## config.mk

```make
export PLATFORM = sky130hd
export DESIGN_NAME = mem_port_arbiter
export DESIGN_NICKNAME = d
export VERILOG_FILES = /design/src/rtl/mem_pkg.sv /design/src/rtl/mem_arb_grant.sv /design/src/rtl/mem_port_arbiter.sv
export SDC_FILE = /design/constraint.sdc
export NUM_CORES = 1
export LEC_CHECK = 0
export CAP_MARGIN = 10
export CORE_AREA = 2 2 92 94
export DETAILED_ROUTE_END_ITERATION = 8
export DIE_AREA = 0 0 94 96
export GPL_ROUTABILITY_DRIVEN = 0
export HOLD_SLACK_MARGIN = 0.12
export PLACE_DENSITY = 0.79
export SLEW_MARGIN = 10
export SYNTH_ARGS = -nofsm -noshare
export SYNTH_HDL_FRONTEND = slang
export SYNTH_SLANG_ARGS = --single-unit
```

## constraint.sdc

```tcl
create_clock -name CLK -period 1.9 [get_ports CLK]
set_clock_uncertainty 0.1 [all_clocks]
set_input_delay 0.285 -clock CLK [delete_from_list [all_inputs] [get_ports CLK]]
set_output_delay 0.285 -clock CLK [all_outputs]
set_load 0.1 [all_outputs]
```

## src/rtl/mem_pkg.sv

```systemverilog
// Shared definitions for the memory port arbiter: size codes, response owner, word width.
package mem_pkg;

    localparam int unsigned WORD_W = 32;

    localparam logic [2:0] SZ_B  = 3'b000;
    localparam logic [2:0] SZ_H  = 3'b001;
    localparam logic [2:0] SZ_W  = 3'b010;
    localparam logic [2:0] SZ_BU = 3'b100;
    localparam logic [2:0] SZ_HU = 3'b101;

    typedef enum logic [1:0] {
        OWN_NONE = 2'd0,
        OWN_I    = 2'd1,
        OWN_D    = 2'd2
    } owner_e;

endpackage

```

## src/rtl/mem_arb_grant.sv

```systemverilog
// Winner selection between fetch (I) and load/store (D) requesters.
// Default: fixed D priority with a starvation guard that forces I after
// MAX_WAIT consecutive D grants while I waits.
// MEM_ARB_RR_EN: round-robin, the last grantee loses a tie.
module mem_arb_grant #(
    parameter int unsigned MAX_WAIT = 4
) (
    input  logic CLK,
    input  logic RST,
    input  logic i_valid,
    input  logic d_valid,
    output logic i_grant_c,
    output logic d_grant_c
);

`ifdef MEM_ARB_RR_EN
    logic last_i_q;
    logic last_i_d;

    // Round-robin grant and last-grantee tracking
    always_comb begin
        i_grant_c = 1'b0;
        d_grant_c = 1'b0;
        last_i_d  = last_i_q;
        if (!RST) begin
            if (i_valid && d_valid) begin
                if (last_i_q) d_grant_c = 1'b1;
                else          i_grant_c = 1'b1;
            end else begin
                i_grant_c = i_valid;
                d_grant_c = d_valid;
            end
        end
        if (i_grant_c)      last_i_d = 1'b1;
        else if (d_grant_c) last_i_d = 1'b0;
    end

    // Last-grantee register
    always_ff @(posedge CLK) begin
        if (RST) last_i_q <= 1'b0;
        else     last_i_q <= last_i_d;
    end
`else
    localparam int unsigned CW = (MAX_WAIT > 0) ? $clog2(MAX_WAIT + 1) : 1;

    logic [CW-1:0] wait_cnt_q;
    logic [CW-1:0] wait_cnt_d;
    logic          starve;

    // Fixed D priority, I forced once the wait budget is spent
    always_comb begin
        starve    = (wait_cnt_q == CW'(MAX_WAIT));
        d_grant_c = ~RST & d_valid & ~(i_valid & starve);
        i_grant_c = ~RST & i_valid & ~d_grant_c;
        wait_cnt_d = wait_cnt_q;
        if (!i_valid || i_grant_c) wait_cnt_d = '0;
        else if (d_grant_c && !starve) wait_cnt_d = wait_cnt_q + CW'(1);
    end

    // Starvation counter register
    always_ff @(posedge CLK) begin
        if (RST) wait_cnt_q <= '0;
        else     wait_cnt_q <= wait_cnt_d;
    end
`endif

endmodule

```

## src/rtl/mem_port_arbiter.sv

```systemverilog
// Shares one single-port data memory between instruction fetch (I) and
// load/store (D). Issue is combinational on the grant cycle; the response is
// routed back to its owner exactly one cycle later.
// Optional macro MEM_ARB_RR_EN selects round-robin arbitration.
module mem_port_arbiter
    import mem_pkg::*;
#(
    parameter int unsigned SIZE     = 5,
    parameter int unsigned MAX_WAIT = 4
) (
    input  logic                CLK,
    input  logic                RST,
    input  logic                i_req_valid,
    output logic                i_req_ready,
    input  logic [SIZE+2:0]     i_req_addr,
    input  logic                i_flush,
    output logic                i_rsp_valid,
    output logic [WORD_W-1:0]   i_rsp_data,
    output logic                i_rsp_err,
    input  logic                d_req_valid,
    output logic                d_req_ready,
    input  logic                d_req_we,
    input  logic [SIZE+2:0]     d_req_addr,
    input  logic [2:0]          d_req_size,
    input  logic [WORD_W-1:0]   d_req_wdata,
    output logic                d_rsp_valid,
    output logic [WORD_W-1:0]   d_rsp_data,
    output logic                d_rsp_err,
    output logic                mem_en,
    output logic                mem_wr_rd,
    output logic [SIZE+2:0]     mem_addr,
    output logic [2:0]          mem_size,
    output logic [WORD_W-1:0]   mem_wdata,
    input  logic [WORD_W-1:0]   mem_rdata,
    input  logic                mem_exception
);

    localparam int unsigned AW = SIZE + 3;

    logic              i_gnt;
    logic              d_gnt;
    logic [AW-1:0]     addr_q, addr_d;
    logic [2:0]        size_q, size_d;
    logic [WORD_W-1:0] wdata_q, wdata_d;
    owner_e            owner_q, owner_d;
    logic              err_q, err_d;
    logic              we_q, we_d;
    logic              flush_q, flush_d;
    logic              i_live;
    logic              d_live;
    logic              rd_ok;

    mem_arb_grant #(
        .MAX_WAIT (MAX_WAIT)
    ) u_grant (
        .CLK       (CLK),
        .RST       (RST),
        .i_valid   (i_req_valid),
        .d_valid   (d_req_valid),
        .i_grant_c (i_gnt),
        .d_grant_c (d_gnt)
    );

    // Issue mux: winner drives the memory, otherwise address/size/data hold
    always_comb begin
        addr_d  = addr_q;
        size_d  = size_q;
        wdata_d = wdata_q;
        if (d_gnt) begin
            addr_d  = d_req_addr;
            size_d  = d_req_size;
            wdata_d = d_req_wdata;
        end else if (i_gnt) begin
            addr_d = i_req_addr;
            size_d = SZ_W;
        end
        i_req_ready = i_gnt;
        d_req_ready = d_gnt;
        mem_en      = i_gnt | d_gnt;
        mem_wr_rd   = d_gnt & d_req_we & ~mem_exception;
        mem_addr    = RST ? '0 : addr_d;
        mem_size    = RST ? '0 : size_d;
        mem_wdata   = RST ? '0 : wdata_d;
    end

    // Response tag captured on the issue cycle
    always_comb begin
        owner_d = OWN_NONE;
        if (d_gnt)      owner_d = OWN_D;
        else if (i_gnt) owner_d = OWN_I;
        err_d   = (i_gnt | d_gnt) & mem_exception;
        we_d    = d_gnt & d_req_we;
        flush_d = i_gnt & i_flush;
    end

    // Held issue fields and response pipeline registers
    always_ff @(posedge CLK) begin
        if (RST) begin
            addr_q  <= '0;
            size_q  <= '0;
            wdata_q <= '0;
            owner_q <= OWN_NONE;
            err_q   <= 1'b0;
            we_q    <= 1'b0;
            flush_q <= 1'b0;
        end else begin
            addr_q  <= addr_d;
            size_q  <= size_d;
            wdata_q <= wdata_d;
            owner_q <= owner_d;
            err_q   <= err_d;
            we_q    <= we_d;
            flush_q <= flush_d;
        end
    end

    // Response routing; a late flush or reset kills the returning response
    always_comb begin
        i_live      = ~RST & (owner_q == OWN_I) & ~flush_q & ~i_flush;
        d_live      = ~RST & (owner_q == OWN_D);
        rd_ok       = ~we_q & ~err_q;
        i_rsp_valid = i_live;
        i_rsp_err   = i_live & err_q;
        i_rsp_data  = (i_live & rd_ok) ? mem_rdata : '0;
        d_rsp_valid = d_live;
        d_rsp_err   = d_live & err_q;
        d_rsp_data  = (d_live & rd_ok) ? mem_rdata : '0;
    end

endmodule

```

Yosys cells after proc, flatten, opt, wreduce, memory -nomap -nowiden
Index checks and enable logic that the tools add are counted.
{ "word_totals": {"elab_cells": 58, "out_inout_bits": 115, "inputBits": 90, "regBits": 51} }
{ "classes": {"reduce_logical": 6, "n_bitwise": 27, "eq_ne": 3, "add_sub_neg": 1, "n_mux": 12} }
{ "ops": {"columns": ["operator", "count"], "rows": [
  ["32-bit two-way mux", 4],
  ["8-bit two-way mux", 3],
  ["1-bit AND", 18],
  ["3-bit two-way mux", 3],
  ["1-bit inverter", 8],
  ["2-bit OR reduction", 2],
  ["3-bit by 1-bit adder with 3-bit output (second input constant)", 1],
  ["3-bit equality test (second input constant)", 1],
  ["2-bit by 1-bit equality test with 1-bit output (second input constant)", 1],
  ["2-bit equality test (second input constant)", 1],
  ["1-bit zero test", 2],
  ["2-bit two-way mux", 1],
  ["1-bit logical AND", 1],
  ["1-bit logical OR", 1],
  ["1-bit two-way mux", 1],
  ["1-bit OR", 1]
]} }

Depth between registers and ports, before layout
{ "logic_depth": {"word_depth": 9, "ltp_mapped": 6, "mapped_depth_nobuf": 5} }

Hierarchy
From an unflattened synthesis, not the netlist that was laid out.
{ "unflattened": {"hier_cells": 307, "area_unflattened_um2": 2906.5} }
{ "by_module_without_submodules": {"columns": ["mod", "n_inst", "cells_each", "seq_area_each_um2", "area_per_inst_um2"], "rows": [
  ["mem_port_arbiter", 1, 288, 960.9, 2736.4],
  ["mem_arb_grant", 1, 19, 60.1, 170.2]
]} }

Worst setup path after synthesis
Ideal clock, no wire load.
{ "synth_path": {"path_kind": "input to output", "start": "input port RST", "end": "output port d_rsp_data[10]", "path_slack_ps": -2666, "t_required_ps": 1515, "path_buffers": 2, "arrival_time_ps": 4181, "stages": 5, "cell_sequence": "buf_6 -> nor3b_1 -> nor3b_2 -> clkbuf_2 -> and2_1"} }
{ "synth_between": {"elab_chain_cells": 4} }
{ "synth_lines": {"columns": ["item", "line_no", "source"], "rows": [
  ["start, declared", "mem_port_arbiter.sv:12", "input logic RST,"],
  ["1-bit inverter", "mem_port_arbiter.sv:120", "d_live = ~RST & (owner_q == OWN_D);"],
  ["1-bit AND", "mem_port_arbiter.sv:120", null],
  ["net d_rsp_valid", "mem_port_arbiter.sv:26", "output logic d_rsp_valid,"],
  ["1-bit AND", "mem_port_arbiter.sv:127", "d_rsp_data = (d_live & rd_ok) ? mem_rdata : '0;"],
  ["32-bit two-way mux", "mem_port_arbiter.sv:127", null],
  ["end, declared", "mem_port_arbiter.sv:27", "output logic [WORD_W-1:0] d_rsp_data,"]
]} }
The timed path passes the listed nets, and every way through them passes these cells.

Worst setup path after layout
{ "layout_path": {"start": "register flush_q", "end": "output port i_rsp_data[17]"} }
{ "layout_between": {"elab_chain_cells": 5} }
{ "layout_lines": {"columns": ["item", "line_no", "source"], "rows": [
  ["start, declared", "mem_port_arbiter.sv:48", "logic flush_q, flush_d;"],
  ["start signal, assigned", "mem_port_arbiter.sv:113", "flush_q <= flush_d;"],
  ["1-bit inverter", "mem_port_arbiter.sv:119", "i_live = ~RST & (owner_q == OWN_I) & ~flush_q & ~i_flush;"],
  ["1-bit AND (2 in a row)", "mem_port_arbiter.sv:119", null],
  ["1-bit AND", "mem_port_arbiter.sv:124", "i_rsp_data = (i_live & rd_ok) ? mem_rdata : '0;"],
  ["32-bit two-way mux", "mem_port_arbiter.sv:124", null],
  ["end, declared", "mem_port_arbiter.sv:18", "output logic [WORD_W-1:0] i_rsp_data,"]
]} }
No other way between the ends.

==> impl_summary.txt <==
----------------------------------------------------
[Synth]
  Cell area after synthesis ... ~0.0026 mm²
  Sequential-to-total area share from yosys stat ... 0.393
  Post-synthesis xor/xnor area fraction ... 0
  Combinational family with the most area after synthesis ... simple AND/OR/NAND/NOR gates
  Top-area cell type share of the netlist area ... 0.393
  Synthesized area per cell ... ~9 µm²
  Simple-gate portion of the synthesized area ... 0.439
  Post-synthesis sequential element count ... between 50 and 60
  Ys async rst share ... 0
  Mux cell area share after synthesis ... 0.00385
  Synth warnings ... 0
  Area share of fa/ha/maj cells after synthesis ... 0.00963
  Number of distinct library cell variants in the gate-level netlist after synthesis ... 31
  Syn Inst Count ... 290
  Largest area contributor in the synthesized netlist ... sky130_fd_sc_hd__dfxtp_1
  Compound-cell area share of the yosys netlist ... 0.107
  Net count of the mapped netlist ... 382
  Cell types with the largest area share after synthesis ... sky130_fd_sc_hd__dfxtp_1, sky130_fd_sc_hd__and2_1, sky130_fd_sc_hd__nand4b_1
  Number of enable-type register cells in the synthesized netlist ... 0
  Primary flip-flop cell chosen by synthesis mapping ... sky130_fd_sc_hd__dfxtp_1

[Drt]
  Length of routed met3 wiring ... about 1500 µm
  Wire length on met2 ... 8950 µm
  Post-DRT Antenna Nets ... 0
  Total wirelength of the detailed-routed design ... 16200 µm
  Routed len/inst ... 25.1 µm
  Post-route DRC violation count ... 0
  Number of search-and-repair iterations in the first detailed-routing pass ... 4
  Via count ... 3351
  Detail-routed via count per cell ... roughly 5.2
  Post-Route M1 WL ... 5090 µm
  Number of DRC markers after the initial detailed-route iteration ... 155
  Uppermost signal routing layer after detailed routing ... met4

[Clock tree]
  Number of buffers created by CTS ... 5
  Clock-pin slew on the worst setup and hold paths ... 0.09 ns
  TritonCTS clock tree ... built
  Clk Latency, worst-skew pair ... about 0.31 ns
  Root Buffer Master ... sky130_fd_sc_hd__clkbuf_8
  Sink Count ... 51
  Number of H-tree levels ... 2
  Buffer levels on the longest clock path ... 2
  Hold-fix buffers at CTS ... 0

[Critical path]
  List of cells traversed by the critical path ... or4b_4, nor4_4, buf_4, buf_12, buf_8, and2_4, buf_12
  CP Capture Type ... primary output
  Critical path data required time ... 1.51 ns
  Delay of the slowest cell on the worst path ... 0.57 ns
  Crit path top cell by count ... sky130_fd_sc_hd__buf_12
  Max FO, Critical Path ... 10
  Category of the worst setup path launch point ... flop
  Slowest stage cell on the critical path ... sky130_fd_sc_hd__or4b_4
  Buf+Inv Stages, Crit Path ... 4
  Kind of critical path ... reg -> out
  Cell class contributing the biggest share of worst-path delay ... simple AND/OR/NAND/NOR gates
  Arrival time at the worst endpoint ... about 2.2 ns

[Die]
  Floorplan die height ... around 96 µm
  Overall die area ... 0.00902 mm²
  Standard-cell row count ... 33
  Area of the core region ... 0.00805 mm²
  Chip width ... 94 µm
  Ports ... approximately 210
  Effective utilization at floorplan ... 0.323

[Final layout]
  Fin area ... roughly 0.0074 mm²
  NumNets Final ... 628
  Layout overhead on the synthesized area ... 184%
  Total area of sequential cells ... 0.00103 mm²
  Filler cell count in the final layout ... 261
  Layout cells sized above 1 ... 0.587
  Area of combinational cells with multiple inputs ... 0.00218 mm²
  Number of non-filler instances in the completed layout ... 645

[Placed design]
  Placed cell areas ... 0.00681 mm²
  Detail Placement HPWL ... about 9100 µm
  Post-Place Setup Slack ... -0.732 ns
  Port Buffer Count ... 204
  Placed insts ... 607

[Run status]
  Outcome ... finished, violations left
  Violated checks ... setup timing

[STA]
  Count of endpoints failing hold in the final timing report ... 0
  Setup violation total in the final timing report ... 114
  Max Transition Viols Final ... 0
  Achievable frequency ... approximately 400 MHz
  RSZ-0062 raised after global routing ... true
  Setup ws final ... -0.664 ns
  Slew at the pin with the worst max-slew slack ... 0.347 ns
  Tcrit/Tclk final ... 1.35
  Relative slew slack ... 0.768
  Shortest clock period the worst path allows after layout ... roughly 2.6 ns
  Post-route setup TNS ... -47.02 ns

[Global routing]
  Grt ovf ... 0
  Overall Global Routing Usage ... 0.330
  Initial antenna violation count ... 3
  Vias in the first global route ... 3663
  Pin count of the biggest net entering global routing ... 46
  Wire length of the first global-routing pass ... 22100 µm

[Power and ir drop]
  Static Leakage ... 2.91 nW
  Worst vdd ir ... 0.000418 V
  Total Power ... around 3.5 mW
  Power per Cell Area ... approximately 480 mW/mm²

[Flow run]
  Maxcap violations ... 0

[Hold path]
  Worst min path class ... in -> reg

----------------------------------------------------
## metrics by stage
stage | util | hold slack [ns]
finish | 0.917 | 0.251
CTS | 0.912 | 0.227
detailed placement | 0.846 | 0.372
global placement | 0.846 | 0.370
global route | 0.917 | 0.270
floorplan | - | 0.307
## layout make-up
cell class	instances	area share
timing repair buffer	263	0.532
multi-input combinational	212	0.296
sequential	51	0.139
tap	105	0.0178
clock buffer	6	0.0112
clock inverter	2	0.00186
inverter	3	0.00153
antenna	3	0.00102
## Yosys cell counts (all sizes together), types with 2 or more instances
master   n
a22o     2
inv      3
buf      6
nand4b  32
nand2    2
nor3b    3
o21ai   32
nor2     5
nor3     2
ha       2
and2    79
clkbuf  19
nand2b  33
a21oi    2
a221o    8
dfxtp   51
nor2b    2
## kinds of logic (layout without fill, tap and decap cells)
logic type      count (synthesis)  after routing
mux                             1              1
buf+inv                        28            274
other cells                     0              3
flops                          51             51
simple gates                  163            164
fa+ha+maj                       2              2
compound gates                 45             45
## routing by layer
metal  GRT usage  up-vias
met5           0        -
met4       0.133        0
met3       0.100       40
met2       0.654      206
met1       0.316     1614
li1            -     1491
## power breakdown
group / internal (mW) / leakage, nW / switching, mW / total, mW
sequential: 1.13 / 0.423 / 0.0266 / 1.16
combinational: 0.699 / 2.44 / 0.968 / 1.67
clock: 0.299 / 0.0516 / 0.394 / 0.693
total: 2.13 / 2.91 / 1.39 / 3.52
## path summary, 6_finish.rpt
path	cells past startpoint	end	startpoint	slack, ns
min	2	flush_q	i_flush	0.25
max reg2reg	7	size_q[0]	u_grant.wait_cnt_q[0]	0.25
max	7	i_rsp_data[17]	flush_q	-0.66
min reg2reg	1	size_q[2]	size_q[2]	0.42
## what timing repair did
| item | in CTS | in global routing |
|---|---|---|
| cloned | 8 | 2 |
| buffers inserted | 16 | 15 |
| gates resized for setup | 42 | 18 |
| endpoints found under the hold margin | 0 | 0 |
| pin swaps | 19 | 26 |
| setup endpoints to repair | 112 | 113 |
## flip-flops by register name, indices dropped and copies added (netlist names)
register / flops
addr_q: 8
err_q: 1
flush_q: 1
owner_q: 2
size_q: 3
u_grant.wait_cnt_q: 3
wdata_q: 32
we_q: 1
## cells in the final DEF, fill, tap and decap left out, types with 2 or more instances in the layout
master / n
sky130_fd_sc_hd__dfxtp_1: 47
sky130_fd_sc_hd__clkbuf_8: 6
sky130_fd_sc_hd__nor3b_4: 2
sky130_fd_sc_hd__dfxtp_2: 4
sky130_fd_sc_hd__buf_8: 4
sky130_fd_sc_hd__nor2b_4: 2
sky130_fd_sc_hd__a22o_4: 2
sky130_fd_sc_hd__buf_6: 18
sky130_fd_sc_hd__buf_16: 3
sky130_fd_sc_hd__buf_4: 23
sky130_fd_sc_hd__and2_1: 11
sky130_fd_sc_hd__nor2_1: 3
sky130_fd_sc_hd__buf_12: 125
sky130_fd_sc_hd__clkdlybuf4s50_1: 85
sky130_fd_sc_hd__a221o_4: 8
sky130_fd_sc_hd__inv_2: 2
sky130_fd_sc_hd__o21ai_4: 32
sky130_fd_sc_hd__nand4b_1: 32
sky130_fd_sc_hd__dlygate4sd2_1: 3
sky130_fd_sc_hd__diode_2: 3
sky130_fd_sc_hd__and2_4: 68
sky130_fd_sc_hd__nand2b_1: 33
Power figures use the tool's default switching activity.
